## src/rtl/prime_picker_pkg.sv

```systemverilog
// Shared types and constants for prime_picker and its trial-division datapath.
package prime_picker_pkg;

   typedef enum logic [1:0] {IDLE, SCREEN, MOD, DONE} state_e;

   localparam int unsigned ATTEMPT_W = 8;
   localparam logic [ATTEMPT_W-1:0] ATTEMPT_MAX = 8'd255;

   function automatic logic [ATTEMPT_W-1:0] sat_inc(input logic [ATTEMPT_W-1:0] a);
      return (a == ATTEMPT_MAX) ? a : a + 8'd1;
   endfunction

endpackage

```

## src/rtl/prime_picker_if.sv

```systemverilog
// Request/offer handshake between prime_picker and the key-setup consumer.
interface prime_picker_if #(parameter int unsigned W = 7);
   import prime_picker_pkg::*;

   logic                 start;
   logic                 busy;
   logic [W-1:0]         prime_out;
   logic                 prime_valid;
   logic                 prime_ready;
   logic [ATTEMPT_W-1:0] attempts;

   modport master (output start, prime_ready,
                   input  busy, prime_out, prime_valid, attempts);
   modport slave  (input  start, prime_ready,
                   output busy, prime_out, prime_valid, attempts);
endinterface

```

## src/rtl/prime_trial_div.sv

```systemverilog
// Trial divisor d and running remainder r; one subtraction or divisor step per cycle.
module prime_trial_div #(
   parameter int unsigned W = 7
) (
   input  logic         clk,
   input  logic         rst_n,
   input  logic [W-1:0] cand,
   input  logic         load,
   input  logic         step,
   output logic         divisible,
   output logic         exhausted,
   output logic         in_progress
);

   logic [W-1:0]   d_q, d_d;
   logic [W-1:0]   r_q, r_d;
   logic [2*W-1:0] d_plus2;
   logic [2*W-1:0] d_plus2_sq;

   always_comb begin
      d_plus2     = {{W{1'b0}}, d_q} + (2*W)'(2);
      d_plus2_sq  = d_plus2 * d_plus2;
      in_progress = (r_q >= d_q);
      divisible   = (r_q == '0) && !in_progress;
      exhausted   = (d_plus2_sq > {{W{1'b0}}, cand});
   end

   always_comb begin
      d_d = d_q;
      r_d = r_q;
      if (load) begin
         d_d = W'(3);
         r_d = cand;
      end else if (step) begin
         if (in_progress) begin
            r_d = r_q - d_q;
         end else begin
            d_d = d_q + W'(2);
            r_d = cand;
         end
      end
   end

   always_ff @(posedge clk or negedge rst_n) begin
      if (!rst_n) begin
         d_q <= '0;
         r_q <= '0;
      end else begin
         d_q <= d_d;
         r_q <= r_d;
      end
   end

endmodule

```

## src/rtl/prime_picker.sv

```systemverilog
// Samples the RNG word, rejects until prime, offers the prime over valid/ready.
// PRIME_PICKER_DISTINCT_EN: reject a prime equal to the previously delivered one.
module prime_picker
   import prime_picker_pkg::*;
#(
   parameter int unsigned W = 7
) (
   input  logic           clk,
   input  logic           rst_n,
   input  logic [W-1:0]   rand_in,
   prime_picker_if.slave  bus
);

   state_e               state_q, state_d;
   logic [W-1:0]         cand_q, cand_d;
   logic [W-1:0]         prime_out_q, prime_out_d;
   logic                 prime_valid_q, prime_valid_d;
   logic [ATTEMPT_W-1:0] attempts_q, attempts_d;
`ifdef PRIME_PICKER_DISTINCT_EN
   logic [W-1:0]         last_prime_q, last_prime_d;
`endif

   logic load, step, divisible, exhausted, in_progress;
   logic declare, accept, resample;

   prime_trial_div #(.W(W)) u_div (
      .clk         (clk),
      .rst_n       (rst_n),
      .cand        (cand_q),
      .load        (load),
      .step        (step),
      .divisible   (divisible),
      .exhausted   (exhausted),
      .in_progress (in_progress)
   );

   always_comb begin
      state_d       = state_q;
      cand_d        = cand_q;
      prime_out_d   = prime_out_q;
      prime_valid_d = prime_valid_q;
      attempts_d    = attempts_q;
`ifdef PRIME_PICKER_DISTINCT_EN
      last_prime_d  = last_prime_q;
`endif
      load     = 1'b0;
      step     = 1'b0;
      declare  = 1'b0;
      accept   = 1'b0;
      resample = 1'b0;

      case (state_q)
         IDLE: begin
            if (bus.start) begin
               cand_d     = rand_in;
               attempts_d = 8'd1;
               state_d    = SCREEN;
            end
         end
         SCREEN: begin
            if (cand_q < W'(2))                          resample = 1'b1;
            else if (cand_q == W'(2) || cand_q == W'(3)) declare  = 1'b1;
            else if (!cand_q[0])                         resample = 1'b1;
            else begin
               load    = 1'b1;
               state_d = MOD;
            end
         end
         MOD: begin
            if (in_progress)    step     = 1'b1;
            else if (divisible) resample = 1'b1;
            else if (exhausted) declare  = 1'b1;
            else                step     = 1'b1;
         end
         DONE: begin
            if (prime_valid_q && bus.prime_ready) begin
               prime_valid_d = 1'b0;
               state_d       = IDLE;
`ifdef PRIME_PICKER_DISTINCT_EN
               last_prime_d  = prime_out_q;
`endif
            end
         end
         default: state_d = IDLE;
      endcase

      // A repeat of the last delivered prime is handled exactly like a composite.
`ifdef PRIME_PICKER_DISTINCT_EN
      if (declare && cand_q == last_prime_q) resample = 1'b1;
      else                                   accept   = declare;
`else
      accept = declare;
`endif

      if (accept) begin
         prime_out_d   = cand_q;
         prime_valid_d = 1'b1;
         state_d       = DONE;
      end
      if (resample) begin
         cand_d     = rand_in;
         attempts_d = sat_inc(attempts_q);
         state_d    = SCREEN;
      end
   end

   always_ff @(posedge clk or negedge rst_n) begin
      if (!rst_n) begin
         state_q       <= IDLE;
         cand_q        <= '0;
         prime_out_q   <= '0;
         prime_valid_q <= 1'b0;
         attempts_q    <= '0;
`ifdef PRIME_PICKER_DISTINCT_EN
         last_prime_q  <= '0;
`endif
      end else begin
         state_q       <= state_d;
         cand_q        <= cand_d;
         prime_out_q   <= prime_out_d;
         prime_valid_q <= prime_valid_d;
         attempts_q    <= attempts_d;
`ifdef PRIME_PICKER_DISTINCT_EN
         last_prime_q  <= last_prime_d;
`endif
      end
   end

   assign bus.busy        = (state_q == SCREEN) || (state_q == MOD);
   assign bus.prime_out   = prime_out_q;
   assign bus.prime_valid = prime_valid_q;
   assign bus.attempts    = attempts_q;

endmodule

```

## src/flat_wrapper.sv

```systemverilog
// flat-port wrapper written by rule: the top's interface ports become plain ports
module prime_picker_flat import prime_picker_pkg::*;
#(
   parameter int unsigned W = 7
)
  (clk, rst_n, rand_in, bus_start, bus_prime_ready, bus_busy, bus_prime_out, bus_prime_valid, bus_attempts);
  prime_picker_if #(.W(W)) bus_i ();
  input  logic clk;
  input  logic rst_n;
  input  logic [W-1:0] rand_in;
  input wire logic [$bits(bus_i.start)-1:0] bus_start;
  input wire logic [$bits(bus_i.prime_ready)-1:0] bus_prime_ready;
  output wire logic [$bits(bus_i.busy)-1:0] bus_busy;
  output wire logic [$bits(bus_i.prime_out)-1:0] bus_prime_out;
  output wire logic [$bits(bus_i.prime_valid)-1:0] bus_prime_valid;
  output wire logic [$bits(bus_i.attempts)-1:0] bus_attempts;
  assign bus_i.start = bus_start;
  assign bus_i.prime_ready = bus_prime_ready;
  assign bus_busy = bus_i.busy;
  assign bus_prime_out = bus_i.prime_out;
  assign bus_prime_valid = bus_i.prime_valid;
  assign bus_attempts = bus_i.attempts;
  prime_picker #(.W(W)) u_core (.clk(clk), .rst_n(rst_n), .rand_in(rand_in), .bus(bus_i));
endmodule
```

## config.mk

```make
export PLATFORM = sky130hd
export DESIGN_NAME = prime_picker_flat
export DESIGN_NICKNAME = d
export VERILOG_FILES = /design/src/rtl/prime_picker_pkg.sv /design/src/rtl/prime_picker_if.sv /design/src/rtl/prime_trial_div.sv /design/src/rtl/prime_picker.sv /design/src/flat_wrapper.sv
export SDC_FILE = /design/constraint.sdc
export NUM_CORES = 1
export LEC_CHECK = 0
export ABC_CLOCK_PERIOD_IN_PS = 6900
export CORE_UTILIZATION = 60
export DETAILED_ROUTE_END_ITERATION = 12
export PLACE_DENSITY = 0.81
export SETUP_SLACK_MARGIN = 0.1
export SYNTH_ARGS = -nofsm -noshare
export SYNTH_HDL_FRONTEND = slang
export SYNTH_SLANG_ARGS = --single-unit
```

## constraint.sdc

```tcl
create_clock -name clk -period 6.9 [get_ports clk]
set_input_delay 1.38 -clock clk [delete_from_list [all_inputs] [get_ports clk]]
set_output_delay 1.38 -clock clk [all_outputs]
set_load 0.05 [all_outputs]
```

# Word-level counts from Yosys, hierarchy flattened
# Index checks and enable logic that the tools add are counted.
# classes
addsub	4
multipliers	1
n_div	0
magnitude_cmp	3
n_eq_ne	13
shift	0
mux	44
bitwise	0
reduce_logical	18
# op_table
cell	count
2-to-1 mux 7 bit	9
2-to-1 mux 8 bit	4
2-to-1 mux 1 bit	21
== test 7 x 2 -> 1 bit (second input constant)	2
greater-than comparator 14 x 7 -> 1 bit	1
multiplier 14 x 14 -> 14 bit	1
2-to-1 mux 2 bit	7
!= test 4 x 2 -> 1 bit (second input constant)	3
nonzero test 2 bit	5
adder 7 x 2 -> 8 bit (second input constant)	1
adder 8 x 1 -> 8 bit (second input constant)	1
== test 8 bit (second input constant)	1
!= test 4 x 1 -> 1 bit (second input constant)	2
adder 7 x 2 -> 7 bit (second input constant)	1
>= comparator 7 bit	1
zero test 7 bit	1
less-than comparator 7 x 2 -> 1 bit (second input constant)	1
subtractor 7 bit	1
case mux 2 bit (3 select lines)	1
AND reduction 2 bit	3
AND reduction 6 bit	1
nonzero test 5 bit	1
== test 2 bit (second input constant)	2
case mux 1 bit (2 select lines)	2
other kinds (8)	10
# word_totals
register_bits	39
latchBits	0
mem_bits_rw	0
romBits	0
inputBits	11
out_inout_bits	17
word_cells	90
mem_count	0

# Longest topological paths before layout
# Gate-level depths: netlist (run 1).
# logic_depth
depth_word	9
ltp_mapped	26
depth_no_buf	24

# Hierarchy
# From an unflattened synthesis (run 1), not the netlist that was laid out.
# hier_totals
cells_unflattened	459
area_unflattened_um2	4210.3
# by_module_without_submodules
module	n_inst	cells_each	area_per_inst_um2	seq_area_each_um2
prime_trial_div	1	344	2865.2	350.3
prime_picker	1	115	1345.0	625.6

# Least setup slack after synthesis (run 1)
# Ideal clock, no wire load.
# synth_path
path_kind	reg-to-reg
from	register u_core.u_div.d_q[1]
to	register u_core.prime_out_q[0] (netlist: u_core.bus.prime_out[0])
setup_time_ps	125
arrival_time_ps	5850
required_ps	6775
setup_slack_ps	925
path_stages_with_launch	20
n_path_buf	1
period_less_slack_ps	5975
path_cell_list	dfrtp_1 > buf_2 > inv_1 > ha_1 > or3_1 > fa_1 > inv_1 > fa_1 > fa_1 > inv_1 > fa_1 > inv_1 > ha_1 > or3_1 > a2111oi_0 > nor2_1 > xor2_1 > o311a_4 > nor2_1 > mux2_2
# synth_via
elab_chain_len	7
elab_cells_between_ends	10
cone_classes	1 x add/sub; 1 x mul; 2 x order compare; 4 x mux; 2 x reduce/logical
# synth_rtl
element	line	text
start, declared	prime_trial_div.sv:15	logic [W-1:0] d_q, d_d;
start signal, assigned	prime_trial_div.sv:46	d_q <= '0;
start signal, assigned	prime_trial_div.sv:49	d_q <= d_d;
adder 7 x 2 -> 8 bit	prime_trial_div.sv:21	d_plus2 = {{W{1'b0}}, d_q} + (2*W)'(2);
multiplier 14 x 14 -> 14 bit	prime_trial_div.sv:22	d_plus2_sq = d_plus2 * d_plus2;
greater-than comparator 14 x 7 -> 1 bit	prime_trial_div.sv:25	exhausted = (d_plus2_sq > {{W{1'b0}}, cand});
2-to-1 mux 1 bit	prime_picker.sv:72	else if (exhausted) declare = 1'b1;
2-to-1 mux 1 bit	prime_picker.sv:71	else if (divisible) resample = 1'b1;
2-to-1 mux 1 bit *	prime_picker.sv:70	if (in_progress) step = 1'b1;
case mux 1 bit (2 select lines) *	prime_picker.sv:52	case (state_q)
end signal, assigned	prime_picker.sv:120	prime_out_q <= prime_out_d;
end, declared	prime_picker.sv:16	logic [W-1:0] prime_out_q, prime_out_d;
# Mark *: on every way between the ends. The rest lies on a longest branch, timed or not.
# A chain may end at the register's enable or synchronous reset.

# Worst setup path after layout (run 1)
# layout_path
from	register u_core.u_div.d_q[1]
to	register u_core.u_div.r_q[3]
# layout_via
elab_chain_len	8
elab_cells_between_ends	15
cone_classes	2 x add/sub; 1 x mul; 2 x order compare; 7 x mux; 3 x reduce/logical
# layout_rtl
element	line	text
adder 7 x 2 -> 8 bit	prime_trial_div.sv:21	
multiplier 14 x 14 -> 14 bit	prime_trial_div.sv:22	
greater-than comparator 14 x 7 -> 1 bit	prime_trial_div.sv:25	
2-to-1 mux 1 bit	prime_picker.sv:72	
2-to-1 mux 1 bit	prime_picker.sv:71	
2-to-1 mux 1 bit	prime_picker.sv:70	
2-to-1 mux 1 bit	prime_picker.sv:52	
nonzero test 2 bit (no line)	-	
end signal, assigned	prime_trial_div.sv:50	r_q <= r_d;
end, declared	prime_trial_div.sv:16	logic [W-1:0] r_q, r_d;
# Several ways; a longest one is shown, not always the timed one. The select of a mux whose other input is x is not followed.

==> results of run 1 <==
-- metrics by stage --
stage	cell area [sq um]	hold WS, ps	total power [uW]	instances
finish	4590	518	1790	584
global route	4590	532	1920	584
detailed placement	4470	499	1570	576
global placement	4470	483	1530	576
CTS	4580	524	1780	584
floorplan	4140	500	1280	479
-- registers in the layout, summed over array words and instances (netlist names) --
signal,flops
u_core.u_div.r_q,7
u_core.u_div.d_q,7
u_core.state_q,2
u_core.cand_q,7
u_core.bus.prime_valid,1
u_core.bus.attempts,8
u_core.bus.prime_out,7
-- routing by layer --
layer | wire [microns] | GRT usage, % | vias to the layer above
li1 | - | - | 1691
met4 | 150 | 7.86 | 0
met1 | 4210 | 39.2 | 1744
met3 | 622 | 4.09 | 25
met5 | 0 | 0 | -
met2 | 4630 | 47.4 | 153
-- final timing paths --
check	to	startpoint
max in group asynchronous	u_core.u_div.d_q[1]$_DFFE_PN0N_	rst_n
min in group asynchronous	u_core.u_div.d_q[6]$_DFFE_PN0N_	rst_n
worst max-delay path	u_core.u_div.r_q[3]$_DFFE_PN0P_	u_core.u_div.d_q[1]$_DFFE_PN0N_
worst min-delay path	u_core.bus.prime_valid$_DFFE_PN0P_	u_core.bus.prime_valid$_DFFE_PN0P_
worst min register to register	u_core.bus.prime_valid$_DFFE_PN0P_	u_core.bus.prime_valid$_DFFE_PN0P_
worst max register to register	u_core.u_div.r_q[3]$_DFFE_PN0P_	u_core.u_div.d_q[1]$_DFFE_PN0N_
-- tightest hold or removal path: cells and delay by family, from the launching register on --
family	cells	cell delay, ps
DFF	1	370
and+or+nand+nor	2	120
-- where the power goes --
group | switching [uW] | total, uW | internal (uW)
clock network | 90.1 | 198 | 108
logic | 676 | 1170 | 490
registers | 109 | 424 | 315
total | 875 | 1790 | 912
-- cells in the mapped netlist (4+ instances only) --
| cell type | instances | share of area, % |
|---|---|---|
| nor3_1 | 10 | 1.2 |
| nand2b_1 | 14 | 2.1 |
| nand2_1 | 36 | 3.3 |
| xnor2_1 | 17 | 3.6 |
| o22ai_1 | 6 | 0.91 |
| nor2b_1 | 4 | 0.61 |
| dfrtp_1 | 39 | 24 |
| o31ai_1 | 6 | 1.1 |
| a221oi_1 | 5 | 1.1 |
| clkbuf_1 | 5 | 0.45 |
| xor2_1 | 4 | 0.85 |
| a21boi_0 | 4 | 0.73 |
| and3_1 | 4 | 0.61 |
| fa_1 | 24 | 12 |
| ha_1 | 45 | 14 |
| a21oi_1 | 24 | 2.9 |
| nor2_1 | 40 | 3.6 |
| a21o_1 | 8 | 1.5 |
| mux2_2 | 8 | 2.2 |
| o21ai_0 | 31 | 3.8 |
| nand3_1 | 12 | 1.5 |
| nand4_1 | 6 | 0.91 |
| o21a_1 | 5 | 0.91 |
| inv_1 | 73 | 6.6 |
-- timing repair --
action | 4_1_cts | 5_1_grt
gates resized for setup | 0 | 2
setup endpoints to repair | 0 | 9
hold buffers | 0 | 0
-- layout make-up --
| cell class | instances | area, sq um | share of cell area, % |
|---|---|---|---|
| clock inverters | 3 | 43.8 | 0.954 |
| inverters | 75 | 282 | 6.14 |
| flip-flops and latches | 39 | 977 | 21.3 |
| repair buffers | 28 | 273 | 5.94 |
| multi-input cells | 357 | 2850 | 62.1 |
| well taps | 77 | 96.3 | 2.10 |
| clock buffers | 5 | 68.8 | 1.50 |
-- logic make-up (layout without fill, tap and decap cells) --
kind of cell | after synthesis | after routing
buf+inv | 83 | 111
xor+xnor | 22 | 22
other cells | 1 | 2
fa+ha+maj | 69 | 69
compound gates | 108 | 108
flops | 39 | 39
mux | 11 | 11
simple gates | 145 | 145
==> summary.md, run 1 <==
| Metric | Value |
|---|---|
| Status | complete, no violations |
| Total track usage | 28.5% |
| Initial Util | 63.6% |
| Crit path launch type | register |
| Fill count | 515 |
| CP Capture Type | register |
| Port buffer count | 27 |
| Pre-antenna DRT Iters | 5 |
| Core Rows | 29 |
| Nets@finish | 586 |
| Worst path cell trace | ha_1 -> and3_1 -> xnor2_1 -> inv_1 -> nand2_1 -> fa_1 -> inv_1 -> fa_1 -> fa_1 -> inv_1 -> fa_1 -> inv_1 -> ha_1 -> or3_1 -> a2111oi_0 -> nor2_1 -> xor2_1 -> nor4_1 -> nor2_1 -> a211oi_1 |
| Core Region | 6490 sq um |
| Data arrival, critical path | 6740 ps |
| Simple-gate share of the synthesized area | 17.9% |
| Chip height | 85.0 microns |
| Diodes inserted | 0 |
| Largest family of logic cells by synthesized area | adder cells |
| Commonest non-fill, non-tap cell in the layout | inv_1 |
| PD cells | 390 nW/um^2 |
| Largest net degree at the start of global routing | 40 |
| Tmin final | 6550 ps |
| Critical-path top delay cell | fa_1 |
| Final WL | 9610 microns |
| Post-synth design cell area | 4130 sq um |
| Wire per inst | 16.5 microns |
| Required time of the critical path | 7090 ps |
| Setup tns final | 0 ps |
| Number of H-tree levels | 2 |
| Synth Area in XOR/XNOR | 4.84% |
| Die width | 85.0 microns |
| Clk Latency, worst-skew pair | 300 ps |
| Area Overhead vs Synth | 11.0% |
| Crit path max-delay family | adder cells |
| Final Wtd Congestion | 0.898 |
| Max-cap viol count | 0 |
| DRC | 0 |
| CTS buffer count | 5 |
| Via/cell ratio | 6.19 |
| Final hold violation count | 0 |
| Postcts setup bufs | 0 |
| Finish-stage setup viols | 0 |
| Longest Clk Path Bufs | 2 |
| Static leakage | 0.00215 uW |
| Post-synth EDFFs | 0 |
| First-pass GRT wire length | 16500 microns |
| HPWL Detailed | 7640 microns |
| CP max FO | 12 |
| Synth Area per Inst | 8.65 sq um |
| Vias in the first global route | 3552 |
| Cell chosen for the clock root | clkbuf_8 |
| Hold crit path type | register to register |
| Die Area | 7220 sq um |
| CTS tree | done |
| Fin util | 70.6% |
| Final setup skew | 9.47 ps |
| Unrepaired setup endpoints after global routing | no |
| Maximum vdd drop | 0.371 mV |
| Worst-path clk slew | 90 ps |
| Grt ovf | 0 |
| Achievable frequency | 0.153 GHz |
| Netlist cell types | 58 |
| Synth Flop Type | dfrtp_1 |
| Post-synthesis mux area share | 2.91% |
| R2R depth | 20 |
| Fin. max-slew vios | 0 |
| Crit path buf inv count | 4 |
| Number of synthesis warnings | 0 |
| Flop2flop setup slack | 350 ps |
| CP max stage delay | 550 ps |
| Most frequent cells in the layout | inv_1, ha_1, nor2_1, dfrtp_1, nand2_1 |
| WS Path Type | register to register |
| Worst relative slew slack | 30.6% |
| Post-Place Worst Slack | 318 ps |
| I/O Pins | 28 |
| Routed Antenna Nets | 0 |
| Antenna violations before repair | 0 |
| Cells after Synth | 478 |
| Compound-gate portion of the synthesized area | 17.7% |
| Worst-margin pin slew | 1040 ps |
| Period utilisation layout | 94.9% |
| Via Count | 3613 |
| Clock sink count | 39 |
| First DRT Iteration DRCs | 232 |
| Share of layout cells above drive strength 1 | 5.72% |
| Hold path depth | 2 |
| Sequential-to-total area share from yosys stat | 23.6% |
| Post-synth ARST share | 100% |
| Synth Register Bits | 39 |
| Total stage count of the critical path | 20 |
| Post-Synth Adder-Cell Area | 25.2% |
| Final worst setup slack | 352 ps |
Power figures use the tool's default switching activity.
==> run 2: changes to the inputs <==
==> constraint.sdc (replaced) <==
create_clock -name clk -period 6.9 [get_ports clk]
set_input_delay 1.725 -clock clk [delete_from_list [all_inputs] [get_ports clk]]
set_output_delay 1.725 -clock clk [all_outputs]
set_load 0.05 [all_outputs]
==> results of run 2 <==
The final DEF is identical to that of run 1. Status: complete, no violations.
